[config.mk]
export PLATFORM = sky130hd
export DESIGN_NAME = spi_phase_seq
export DESIGN_NICKNAME = d
export VERILOG_FILES = /design/src/rtl/spi_seq_pkg.sv /design/src/rtl/spi_wrap_addr.sv /design/src/rtl/spi_phase_seq.sv
export SDC_FILE = /design/constraint.sdc
export NUM_CORES = 1
export LEC_CHECK = 0
export BUFFER_PORTS_ARGS = -buffer_cell sky130_fd_sc_hd__buf_2
export CORE_ASPECT_RATIO = 1.75
export CORE_UTILIZATION = 60
export DETAILED_ROUTE_END_ITERATION = 7
export GPL_ROUTABILITY_DRIVEN = 0
export GPL_TIMING_DRIVEN = 0
export HOLD_SLACK_MARGIN = 0.1
export PLACE_DENSITY_LB_ADDON = 0.15
export SYNTH_ARGS = -nofsm -noshare
export SYNTH_HDL_FRONTEND = slang
export SYNTH_SLANG_ARGS = --single-unit
[constraint.sdc]
create_clock -name clk -period 3.7 [get_ports clk]
set_input_delay 0.37 -clock clk [delete_from_list [all_inputs] [get_ports clk]]
set_output_delay 0.37 -clock clk [all_outputs]
set_load 0.05 [all_outputs]
[src/rtl/spi_seq_pkg.sv]
// Shared types and helpers for the SPI/OPI command-phase sequencer.
package spi_seq_pkg;

  typedef enum logic [2:0] {
    IDLE   = 3'd0,
    OPCODE = 3'd1,
    ADDR   = 3'd2,
    DUMMY  = 3'd3,
    DATA   = 3'd4,
    ERR    = 3'd5
  } phase_t;

  localparam logic [2:0] WRAP_LIN = 3'd0;
  localparam logic [2:0] WRAP_8   = 3'd1;
  localparam logic [2:0] WRAP_16  = 3'd2;
  localparam logic [2:0] WRAP_32  = 3'd3;
  localparam logic [2:0] WRAP_64  = 3'd4;

  localparam logic LANE_X1 = 1'b0;
  localparam logic LANE_X8 = 1'b1;

  // x8 opcodes carry a second, inverted copy for integrity checking
  function automatic logic [5:0] opc_len(input logic lane);
    return (lane == LANE_X8) ? 6'd2 : 6'd8;
  endfunction

  function automatic logic [5:0] addr_len(input logic lane, input int addr_w);
    return (lane == LANE_X8) ? 6'(addr_w / 8) : 6'(addr_w);
  endfunction

endpackage

[src/rtl/spi_wrap_addr.sv]
// Next data address: linear increment or wrap within an aligned 8/16/32/64-byte burst.
module spi_wrap_addr
  import spi_seq_pkg::*;
#(
  parameter int ADDR_W = 32
) (
  input  logic [ADDR_W-1:0] cur_addr,
  input  logic [2:0]        wrap_sel,
  output logic [ADDR_W-1:0] next_addr
);

  logic [ADDR_W-1:0] inc;
  logic [ADDR_W-1:0] mask;

  // Bits under the mask take the incremented value; bits above it are held
  always_comb begin
    inc  = cur_addr + ADDR_W'(1);
    mask = '1;
    case (wrap_sel)
      WRAP_8:  mask = ADDR_W'(7);
      WRAP_16: mask = ADDR_W'(15);
      WRAP_32: mask = ADDR_W'(31);
      WRAP_64: mask = ADDR_W'(63);
      default: mask = '1;
    endcase
    next_addr = (cur_addr & ~mask) | (inc & mask);
  end

endmodule

[src/rtl/spi_phase_seq.sv]
// Registered command-phase sequencer: walks a flash transaction through
// opcode, address, dummy and data phases in x1 or x8 lane mode.
module spi_phase_seq
  import spi_seq_pkg::*;
#(
  parameter int ADDR_W    = 32,
  parameter int MAX_DUMMY = 20
) (
  input  logic                           clk,
  input  logic                           rst,
  input  logic                           cs_active,
  input  logic                           sck_tick,
  input  logic [7:0]                     sio_in,
  input  logic                           opi_mode,
  input  logic                           desc_has_addr,
  input  logic [$clog2(MAX_DUMMY+1)-1:0] desc_dummy,
  input  logic                           desc_has_data,
  input  logic [2:0]                     wrap_sel,
  output logic [2:0]                     phase,
  output logic                           opc_valid,
  output logic [7:0]                     opcode,
  output logic                           addr_valid,
  output logic [ADDR_W-1:0]              addr,
  output logic                           dummy_done,
  output logic                           byte_stb,
  output logic [7:0]                     rx_byte,
  output logic [ADDR_W-1:0]              cur_addr,
  output logic                           err
);

  localparam int DW = $clog2(MAX_DUMMY + 1);

  phase_t            state;
  logic              lane_r;
  logic [5:0]        cnt;
  logic [7:0]        byte_sh;
  logic [ADDR_W-1:0] addr_sh;
  logic [DW-1:0]     dummy_r;
  logic              has_data_r;
  logic [2:0]        wrap_r;

  logic [7:0]        byte_in;
  logic [ADDR_W-1:0] addr_in;
  logic [DW-1:0]     dummy_sat;
  phase_t            post_opc;
  phase_t            post_addr;
  logic [ADDR_W-1:0] next_addr;

  assign phase = state;

  // Shift-in values for this tick plus the phase that follows opcode/address
  always_comb begin
    byte_in   = (lane_r == LANE_X8) ? sio_in : {byte_sh[6:0], sio_in[0]};
    addr_in   = (lane_r == LANE_X8) ? {addr_sh[ADDR_W-9:0], sio_in}
                                    : {addr_sh[ADDR_W-2:0], sio_in[0]};
    dummy_sat = (desc_dummy > DW'(MAX_DUMMY)) ? DW'(MAX_DUMMY) : desc_dummy;
    post_opc  = desc_has_addr        ? ADDR  :
                (dummy_sat != '0)    ? DUMMY :
                desc_has_data        ? DATA  : ERR;
    post_addr = (dummy_r != '0)      ? DUMMY :
                has_data_r           ? DATA  : ERR;
  end

  spi_wrap_addr #(.ADDR_W(ADDR_W)) u_wrap (
    .cur_addr  (cur_addr),
    .wrap_sel  (wrap_r),
    .next_addr (next_addr)
  );

  always_ff @(posedge clk) begin
    if (rst) begin
      state      <= IDLE;
      lane_r     <= LANE_X1;
      cnt        <= '0;
      byte_sh    <= '0;
      addr_sh    <= '0;
      dummy_r    <= '0;
      has_data_r <= 1'b0;
      wrap_r     <= WRAP_LIN;
      opc_valid  <= 1'b0;
      opcode     <= '0;
      addr_valid <= 1'b0;
      addr       <= '0;
      dummy_done <= 1'b0;
      byte_stb   <= 1'b0;
      rx_byte    <= '0;
      cur_addr   <= '0;
      err        <= 1'b0;
    end else begin
      opc_valid  <= 1'b0;
      addr_valid <= 1'b0;
      dummy_done <= 1'b0;
      byte_stb   <= 1'b0;
      err        <= 1'b0;
      if (byte_stb) cur_addr <= next_addr;

      // Chip-select release aborts whatever phase is in progress
      if (!cs_active) begin
        state <= IDLE;
        cnt   <= '0;
      end else begin
        case (state)
          IDLE: begin
            state  <= OPCODE;
            lane_r <= opi_mode;
            cnt    <= '0;
          end
          OPCODE: if (sck_tick) begin
            byte_sh <= byte_in;
            cnt     <= cnt + 6'd1;
            if (cnt == opc_len(lane_r) - 6'd1) begin
              cnt <= '0;
              if (lane_r == LANE_X8 && sio_in != ~byte_sh) begin
                state <= ERR;
                err   <= 1'b1;
              end else begin
                opcode     <= (lane_r == LANE_X8) ? byte_sh : byte_in;
                opc_valid  <= 1'b1;
                dummy_r    <= dummy_sat;
                has_data_r <= desc_has_data;
                state      <= post_opc;
              end
            end
          end
          ADDR: if (sck_tick) begin
            addr_sh <= addr_in;
            cnt     <= cnt + 6'd1;
            if (cnt == addr_len(lane_r, ADDR_W) - 6'd1) begin
              cnt        <= '0;
              addr       <= addr_in;
              cur_addr   <= addr_in;
              wrap_r     <= wrap_sel;
              addr_valid <= 1'b1;
              state      <= post_addr;
            end
          end
          DUMMY: if (sck_tick) begin
            cnt <= cnt + 6'd1;
            if (cnt == 6'(dummy_r) - 6'd1) begin
              cnt        <= '0;
              dummy_done <= 1'b1;
              state      <= has_data_r ? DATA : ERR;
            end
          end
          DATA: if (sck_tick) begin
            byte_sh <= byte_in;
            if (lane_r == LANE_X8 || cnt == 6'd7) begin
              rx_byte  <= byte_in;
              byte_stb <= 1'b1;
              cnt      <= '0;
            end else begin
              cnt <= cnt + 6'd1;
            end
          end
          ERR: ;
          default: state <= IDLE;
        endcase
      end
    end
  end

endmodule

==> metrics.txt, run 1 <==
share of cells above drive strength 1=0.1898; reg-to-reg startpoint=lane_r; pin count of the biggest net entering global routing=17; largest family of logic cells by synthesized area=compound AO/OA/AOI/OAI gates; Post-synth ARST share=0; CTS root buffer=clkbuf_16; Final Core Density=0.7320; # fillers=816; Post-Synth XOR/XNOR Area=0.06046; Die X=80.79 µm; final setup fails=0; deepest clock path buffer count=2; Core Region=10640 µm²; sequential element share of the synthesized area=0.4392; Port Buf Inserts=109; via count=6031; final instance area=7785 µm²; PD cells=438.0 nW/µm²; RSZ-0062 raised after global routing=false; fin cells=994; initial antenna violation count=0; Final Hold Vio Count=0; slew margin rel.=0.4165; outcome=completed; post-synth top area share=0.4392; Layout area overhead=19.42%; Slew @ Worst Pin=0.8685 ns; CP Launch Point=lane_r; Worst Hold Class=input port to register; Max IR drop VDD=0.4042 mV; period utilisation layout=0.6907; Net Count, Synth=749; DP HPWL=13400 µm; max-cap violations=0; Routed Antenna Nets=0; Mean Syn Cell Area=9.016 µm²; Setup CP Type=register to register; Synth Area in Compound Gates=0.1967; row count=50; synthesized flop and latch total=143; GR Overflow Total=0; # clock sinks=143; Leakage=2.949 nW; Critical Path RT=4.02 ns; Total GRT Usage=0.3333; Max Slew Vio Count=0; Yosys top cell by area=dfxtp_1; Adder-Cell Fraction of Synth Area=0.005758; starting density of the core=0.6129; DR vias/cell=6.067; cells after synthesis=723; CP endpoint kind=register; clock skew=0.007118 ns; simple-gate share of the synthesized area=0.1829; EDFF count, synth=0; CP max FO=10; vias in the first global route=5836; Unique masters post-synth=65; # Post-CTS Setup Buffers=0; residual DRC count=0; fmax=391.3 MHz; FF+latch area=2863 µm²; placed cell count=962; routed len/inst=18.33 µm; first-pass GRT wire length=28640 µm; Ant. Diodes=0; startpoint type of the worst setup path=register; Hold-fix buffers, CTS=0; footprint of the multi-input gates=3420 µm²; arrival time at the worst endpoint=2.88 ns; ranking of synthesized cells by area=dfxtp_1 (44%), mux2i_1 (7.5%), nor2_1 (6.5%); clk_lat worst skew=0.42 ns; final wirelength=18220 µm; total negative slack=0 ns; placed inst area=7227 µm²; ys flop type=dfxtp_1; CTS tree=done; Netlist Area Pre-Place=6519 µm²; Die Ht=139.9 µm; I/O pins=111; H-tree levels=4; total CTS buffers=17; Synth warnings=0; post-synthesis mux area share=0.07869; Reg clk slew, reported paths=0.06 ns; min-delay src=wrap_sel[0]; NumNets Final=877; number of DRC markers in iteration 0=302; First-pass DRT Iterations=5; Die ar.=11300 µm²; Final Critical Period=2.556 ns; post-CTS sizing=0
==> flip-flops by register name, indices dropped and copies added (netlist names) <==
signal / cells
byte_stb: 1
opcode: 8
addr_valid: 1
byte_sh: 8
rx_byte: 8
dummy_r: 5
has_data_r: 1
addr: 32
opc_valid: 1
wrap_r: 3
err: 1
cnt: 6
addr_sh: 31
dummy_done: 1
cur_addr: 32
phase: 3
lane_r: 1
==> power by group <==
group / internal (mW) / switching (mW)
combinational: 0.0782 / 0.146
clock: 0.941 / 0.682
sequential: 1.55 / 0.0116
total: 2.57 / 0.839
==> through the flow <==
stage / worst slack [ns] / hold WS [ns] / total power, mW
after floorplan: 1.319 / 0.4604 / 1.746
after global placement: 1.243 / 0.4441 / 1.812
after detailed placement: 1.187 / 0.4530 / 1.816
after CTS: 1.172 / 0.1875 / 3.405
after global routing: 0.9757 / 0.1928 / 3.496
final: 1.144 / 0.1875 / 3.410
==> kinds of logic after synthesis <==
family / Yosys count
AND/OR/NAND/NOR: 250
flip-flops: 143
multiplexers: 51
adder cells (fa/ha/maj): 3
AO/OA/AOI/OAI: 174
XOR/XNOR: 45
buffers and inverters: 57
==> path summary, 6_finish.rpt <==
| kind | end | slack, ns | depth (start not counted) |
|---|---|---|---|
| min reg2reg | addr[28] | 0.47 | 1 |
| max | rx_byte[5] | 1.14 | 6 |
| min | wrap_r[0] | 0.19 | 3 |
| max reg2reg | rx_byte[5] | 1.14 | 6 |
==> metal layers <==
metal / up-vias / wire length (µm) / global-route usage
li1: 2847 / - / -
met1: 2864 / 6836 / 0.3418
met2: 247 / 9641 / 0.5990
met3: 73 / 808 / 0.05836
met4: 0 / 935 / 0.2143
met5: - / 0 / 0
==> critical path: stages, from the launching register on <==
cell	delay [ns]
dfxtp_1	0.45
buf_1	0.54
a31oi_1	0.21
nor3_2	0.48
clkbuf_1	0.43
nor2_1	0.08
a311oi_1	0.27
==> synthesized netlist by cell type (all sizes together) (4+ instances only) <==
library cell and number:
a211oi 59, a21boi 15, a21o 9, a21oi 33
a311oi 14, buf 16, clkbuf 32, dfxtp 143
inv 9, mux2i 49, nand2 52, nand2b 14
nand3 14, nand4 5, nor2 114, nor2b 4
nor3 9, nor4 8, o21a 17, o21ai 6
or3 4, xnor2 29, xor2 16
==> cells in the final DEF (no fill, tap or decap), types with 6 or more instances in the layout <==
cell	n
a211oi_1	56
xor2_1	16
nor4_1	8
a21oi_1	32
a311oi_1	14
clkbuf_1	33
a21o_1	9
nand3_1	14
nand2b_1	14
clkbuf_16	17
a21boi_1	13
nor3_1	6
clkinvlp_4	7
buf_2	118
o21a_1	17
dfxtp_1	143
mux2i_1	49
nor2_1	113
nand2_1	52
xnor2_1	29
inv_1	9
==> layout make-up <==
| class | count | share of cell area |
|---|---|---|
| multi-input cells | 523 | 0.4392 |
| flip-flops and latches | 143 | 0.3677 |
| repair buffers | 109 | 0.07007 |
| clock buffers | 19 | 0.05689 |
| plain buffers | 48 | 0.02604 |
| well taps | 130 | 0.02089 |
| clock inverters | 13 | 0.01479 |
| inverters | 9 | 0.004339 |
Note: power is estimated with default switching activity, not from simulation.
==> run 2, diff against run 1 <==
--- a/config.mk
+++ b/config.mk
@@ -7,7 +7,7 @@
 export LEC_CHECK = 0
 export BUFFER_PORTS_ARGS = -buffer_cell sky130_fd_sc_hd__buf_2
 export CORE_ASPECT_RATIO = 1.75
-export CORE_UTILIZATION = 60
+export CORE_UTILIZATION = 56
 export DETAILED_ROUTE_END_ITERATION = 7
 export GPL_ROUTABILITY_DRIVEN = 0
 export GPL_TIMING_DRIVEN = 0
==> constraint.sdc (replaced) <==
create_clock -name clk -period 2.4 [get_ports clk]
set_input_delay 0.24 -clock clk [delete_from_list [all_inputs] [get_ports clk]]
set_output_delay 0.24 -clock clk [all_outputs]
set_load 0.05 [all_outputs]
==> metrics.txt, run 2 (synthesis results as in run 1) <==
period utilisation layout=0.9669; clk_lat worst skew=0.42 ns; residual DRC count=0; Port Buf Inserts=109; row count=51; most common cell after layout, fill and taps aside=dfxtp_1; r2r endpoint=cur_addr[14]; First-pass DRT Iterations=5; final instance area=7956 µm²; final setup fails=0; Largest regs=addr (32), cur_addr (32), addr_sh (31); PD cells=663.5 nW/µm²; DP HPWL=13690 µm; Setup CP Type=register to register; pin count of the biggest net entering global routing=17; clock skew=0.008030 ns; reg-to-reg startpoint=cnt[4]; outcome=completed; arrival time at the worst endpoint=2.64 ns; hold slack=0.1034 ns; routed len/inst=18.49 µm; Layout area overhead=22.05%; R2R Setup Slk=0.08 ns; CP max FO=10; placed inst area=7229 µm²; Worst Hold End=dummy_r[0]; Reg clk slew, reported paths=0.06 ns; slew margin rel.=0.5104; vias in the first global route=5867; Core Region=11230 µm²; starting density of the core=0.5804; Max IR drop VDD=0.5872 mV; most frequent cells in the layout=dfxtp_1 (142), buf_2 (120), nor2_1 (112); deepest clock path buffer count=2; CP endpoint kind=register; Critical Path RT=2.72 ns; # clock sinks=143; startpoint type of the worst setup path=register; NumNets Final=888; Routed Antenna Nets=0; R2R depth=8; total negative slack=0 ns; H-tree levels=4; Worst Hold Class=input port to register; fmax=430.9 MHz; Die ar.=12090 µm²; Max Slew Vio Count=0; share of cells above drive strength 1=0.2149; Final Hold Vio Count=0; Ant. Diodes=0; RSZ-0062 raised after global routing=false; CTS tree=done; Die X=83.56 µm; Die Ht=144.7 µm; final wirelength=18620 µm; hold path depth=3; Final Critical Period=2.320 ns; max-cap violations=0; via count=6031; Slew @ Worst Pin=0.7345 ns; total CTS buffers=17; I/O pins=111; min-delay src=desc_dummy[0]; initial antenna violation count=0; Leakage=3.067 nW; number of DRC markers in iteration 0=298; GR Overflow Total=0; first-pass GRT wire length=29460 µm; Total GRT Usage=0.3112; DR vias/cell=5.989; CTS root buffer=clkbuf_16
[run 2: worst max-delay path by stage]
stage                      startpoint           end  slack, ns  depth (start not counted)
after detailed placement       lane_r       addr[7]      -0.13                          4
final                          cnt[4]  cur_addr[14]       0.08                          8
after CTS                      lane_r  cur_addr[25]       0.02                          6
after floorplan           cur_addr[0]  cur_addr[26]       0.02                          8
after global placement         lane_r    rx_byte[5]      -0.09                          6
after global routing      cur_addr[7]  cur_addr[31]      0.004                          7
[run 2: stage by stage]
step | setup slack, ns | std cells | power, mW | utilization
final | 0.07951 | 1007 | 5.279 | 0.7084
after global routing | 0.003695 | 1007 | 5.407 | 0.7084
after CTS | 0.02020 | 1002 | 5.276 | 0.7006
after detailed placement | -0.1267 | 964 | 2.802 | 0.6437
after global placement | -0.08987 | 964 | 2.795 | 0.6437
after floorplan | 0.01893 | 723 | 2.692 | -
[run 2: critical path, cell delays in order, from the launching register on]
cell and delay, ns:
dfxtp_1 0.31, buf_6 0.13, or4b_4 0.49, a211oi_4 0.31, and2_1 0.17, buf_2 0.19, buf_2 0.27, a21oi_1 0.18
o21a_1 0.16
[run 2: repair_timing]
action	CTS	global route
endpoints found under the hold margin	5	0
resized for setup	6	19
pin swaps	1	3
endpoints found under the setup margin	42	71
hold buffers	5	0
buffers inserted	1	6
[run 2: per-layer routing]
| layer | vias up | share of wire | GRT usage |
|---|---|---|---|
| met1 | 2869 | 0.36 | 0.3160 |
| met4 | 0 | 0.039 | 0.1677 |
| met2 | 244 | 0.55 | 0.5952 |
| met3 | 60 | 0.051 | 0.05899 |
| li1 | 2858 | - | - |
| met5 | - | 0 | 0 |
[run 2: layout make-up]
class	instances	area [µm²]
fillers	919	3274
flip-flops and latches	143	2864
repair buffers	121	648.1
multi-input cells	523	3478
inverters	9	33.78
plain buffers	47	207.7
well taps	132	165.2
clock buffers	19	442.9
clock inverters	13	116.4
[run 2: power breakdown]
group          switching [mW]  leakage [nW]  total (mW)  internal [mW]
Clock                    1.05         0.269        2.51           1.45
Sequential             0.0184          1.15        2.41           2.39
Combinational           0.232          1.65       0.363          0.131
==> run 3, diff against run 2 <==
--- a/config.mk
+++ b/config.mk
@@ -5,9 +5,10 @@
 export SDC_FILE = /design/constraint.sdc
 export NUM_CORES = 1
 export LEC_CHECK = 0
+export ABC_AREA = 1
 export BUFFER_PORTS_ARGS = -buffer_cell sky130_fd_sc_hd__buf_2
 export CORE_ASPECT_RATIO = 1.75
-export CORE_UTILIZATION = 56
+export CORE_UTILIZATION = 57
 export DETAILED_ROUTE_END_ITERATION = 7
 export GPL_ROUTABILITY_DRIVEN = 0
 export GPL_TIMING_DRIVEN = 0
==> metrics.txt, run 3 <==
CP top delay family=compound AO/OA/AOI/OAI gates; top post-synthesis cells by count=nand2_1 (219), dfxtp_1 (143), nor2_1 (120); Setup CP Type=register to register; number of DRC markers in iteration 0=648; most frequent cells in the layout=nand2_1 (219), dfxtp_1 (143), buf_2 (124); final setup fails=0; CP Launch Point=cnt[1]; Buf+Inv Stages, Crit Path=2; Post-synth ARST share=0; First-pass DRT Iterations=6; min-delay src=wrap_sel[1]; Largest regs=addr (32), cur_addr (32), addr_sh (31); Slew @ Worst Pin=0.7722 ns; Final Critical Period=2.196 ns; Max IR drop VDD=0.4909 mV; CTS tree=done; Worst Hold Class=input port to register; reg-to-reg startpoint=cnt[1]; r2r endpoint=cur_addr[25]; CP max-delay cell=dfxtp_1; Leakage=3.848 nW; share of cells above drive strength 1=0.1615; Die ar.=12870 µm²; RSZ-0062 raised after global routing=false; residual DRC count=0; NumNets Final=1208; GR Overflow Total=0; H-tree levels=4; first-pass GRT wire length=35270 µm; final wirelength=22320 µm; arrival time at the worst endpoint=2.51 ns; Critical Path RT=2.71 ns; Core Region=12070 µm²; routed len/inst=16.41 µm; vias in the first global route=7224; I/O pins=111; Final Total Pwr=5.279 mW; row count=53; Yosys top cell by area=dfxtp_1; startpoint type of the worst setup path=register; sequential element share of the synthesized area=0.4050; clk_lat worst skew=0.42 ns; CP endpoint kind=register; clock skew=0.008655 ns; hold path depth=3; Routed Antenna Nets=0; most common cell after layout, fill and taps aside=nand2_1; Layout area overhead=18.89%; initial antenna violation count=0; CP max FO=9; # clock sinks=143; Die X=86.18 µm; Synth warnings=0; # fillers=1121; Ant. Diodes=0; total negative slack=0 ns; Reg clk slew, reported paths=0.07 ns; worst path cell trace=ha_1 > nand2_1 > a21oi_1 > nand2_2 > nor2_8 > inv_2 > o21ai_0 > o21bai_1 > inv_1; starting density of the core=0.5856; synthesized flop and latch total=143; # Post-CTS Setup Buffers=0; total CTS buffers=17; deepest clock path buffer count=2; ys flop type=dfxtp_1; EDFF count, synth=0; Worst Hold End=wrap_r[1]; max-cap violations=0; Die Ht=149.3 µm; Crit path depth=9; pin count of the biggest net entering global routing=17; DP HPWL=17000 µm; cells after synthesis=1052; Mean Syn Cell Area=6.719 µm²; outcome=completed; Total GRT Usage=0.3602; Unique masters post-synth=42; DR vias/cell=5.581; post-synth top area share=0.4050; PD cells=628.3 nW/µm²; Final Hold Vio Count=0; Net Count, Synth=1078; Netlist Area Pre-Place=7068 µm²; Port Buf Inserts=109; R2R Setup Slk=0.20 ns; CTS root buffer=clkbuf_16; via count=7590; CP peak stage delay=0.48 ns; ranking of synthesized cells by area=dfxtp_1 (41%), nand2_1 (12%), o21ai_0 (8.4%); most common cell in the netlist=nand2_1; fmax=455.4 MHz; period utilisation layout=0.9150; Max Slew Vio Count=0; slew margin rel.=0.4852; R2R depth=9
==> run 3: worst max path at each step <==
stage,endpoint
global route,cur_addr[30]
detailed placement,cur_addr[7]
CTS,cur_addr[7]
finish,cur_addr[25]
global placement,cur_addr[7]
floorplan,cur_addr[30]
==> run 3: layout make-up <==
type / count / area (µm²) / share of cell area
well taps: 165 / 206.4 / 0.02457
plain buffers: 44 / 196.4 / 0.02338
clock buffers: 17 / 425.4 / 0.05063
repair buffers: 111 / 565.5 / 0.06730
flip-flops and latches: 143 / 2863 / 0.3407
clock inverters: 15 / 128.9 / 0.01534
multi-input cells: 736 / 3533 / 0.4205
inverters: 129 / 484.2 / 0.05762
==> run 3: kinds of logic (layout without fill, tap and decap cells) <==
family          after synthesis  in the layout  synth area share
xor+xnor                     15             15           0.01859
compound gates              253            253            0.1905
flops                       143            143            0.4050
mux                           1              1          0.001416
simple gates                464            464            0.2829
buf+inv                     173            316           0.09630
fa+ha+maj                     3              3          0.005311
==> run 3: through the flow <==
step	instance area, µm²	worst slack [ns]	instances	utilization	hold WS, ns
detailed placement	7820	0.1196	1326	0.6479	0.4404
finish	8403	0.2041	1360	0.6962	0.1089
global placement	7820	0.1480	1326	0.6479	0.4351
floorplan	7068	0.2507	1052	-	0.3828
global route	8403	0.05854	1360	0.6962	0.1281
CTS	8394	0.1089	1360	0.6955	0.1030
==> run 3: routing by layer <==
layer | wire [µm] | part of all wire | GRT usage | vias to the layer above
li1 | - | - | - | 3699
met5 | 0 | 0 | 0 | -
met1 | 7884 | 0.35 | 0.3675 | 3428
met2 | 11330 | 0.51 | 0.6476 | 354
met4 | 1771 | 0.079 | 0.2600 | 0
met3 | 1329 | 0.060 | 0.06253 | 109
==> run 3: repair_timing <==
| action | in CTS | in global routing |
|---|---|---|
| hold buffers | 2 | 0 |
| gates resized for setup | 0 | 2 |
| setup endpoints to repair | 0 | 3 |
| endpoints found under the hold margin | 2 | 0 |
==> run 3: worst register-to-register path: stages (launching register included) <==
cell and delay, ns:
dfxtp_1 0.48, ha_1 0.27, nand2_1 0.07, a21oi_1 0.16, nand2_2 0.19, nor2_8 0.23, inv_2 0.12, o21ai_0 0.36
o21bai_1 0.17, inv_1 0.04
==> run 3: where the power goes <==
| part | leakage [nW] | internal (mW) | total, mW | switching, mW |
|---|---|---|---|---|
| Sequential | 1.15 | 2.39 | 2.41 | 0.0216 |
| Clock | 0.253 | 1.35 | 2.48 | 1.13 |
| Combinational | 2.44 | 0.106 | 0.390 | 0.284 |
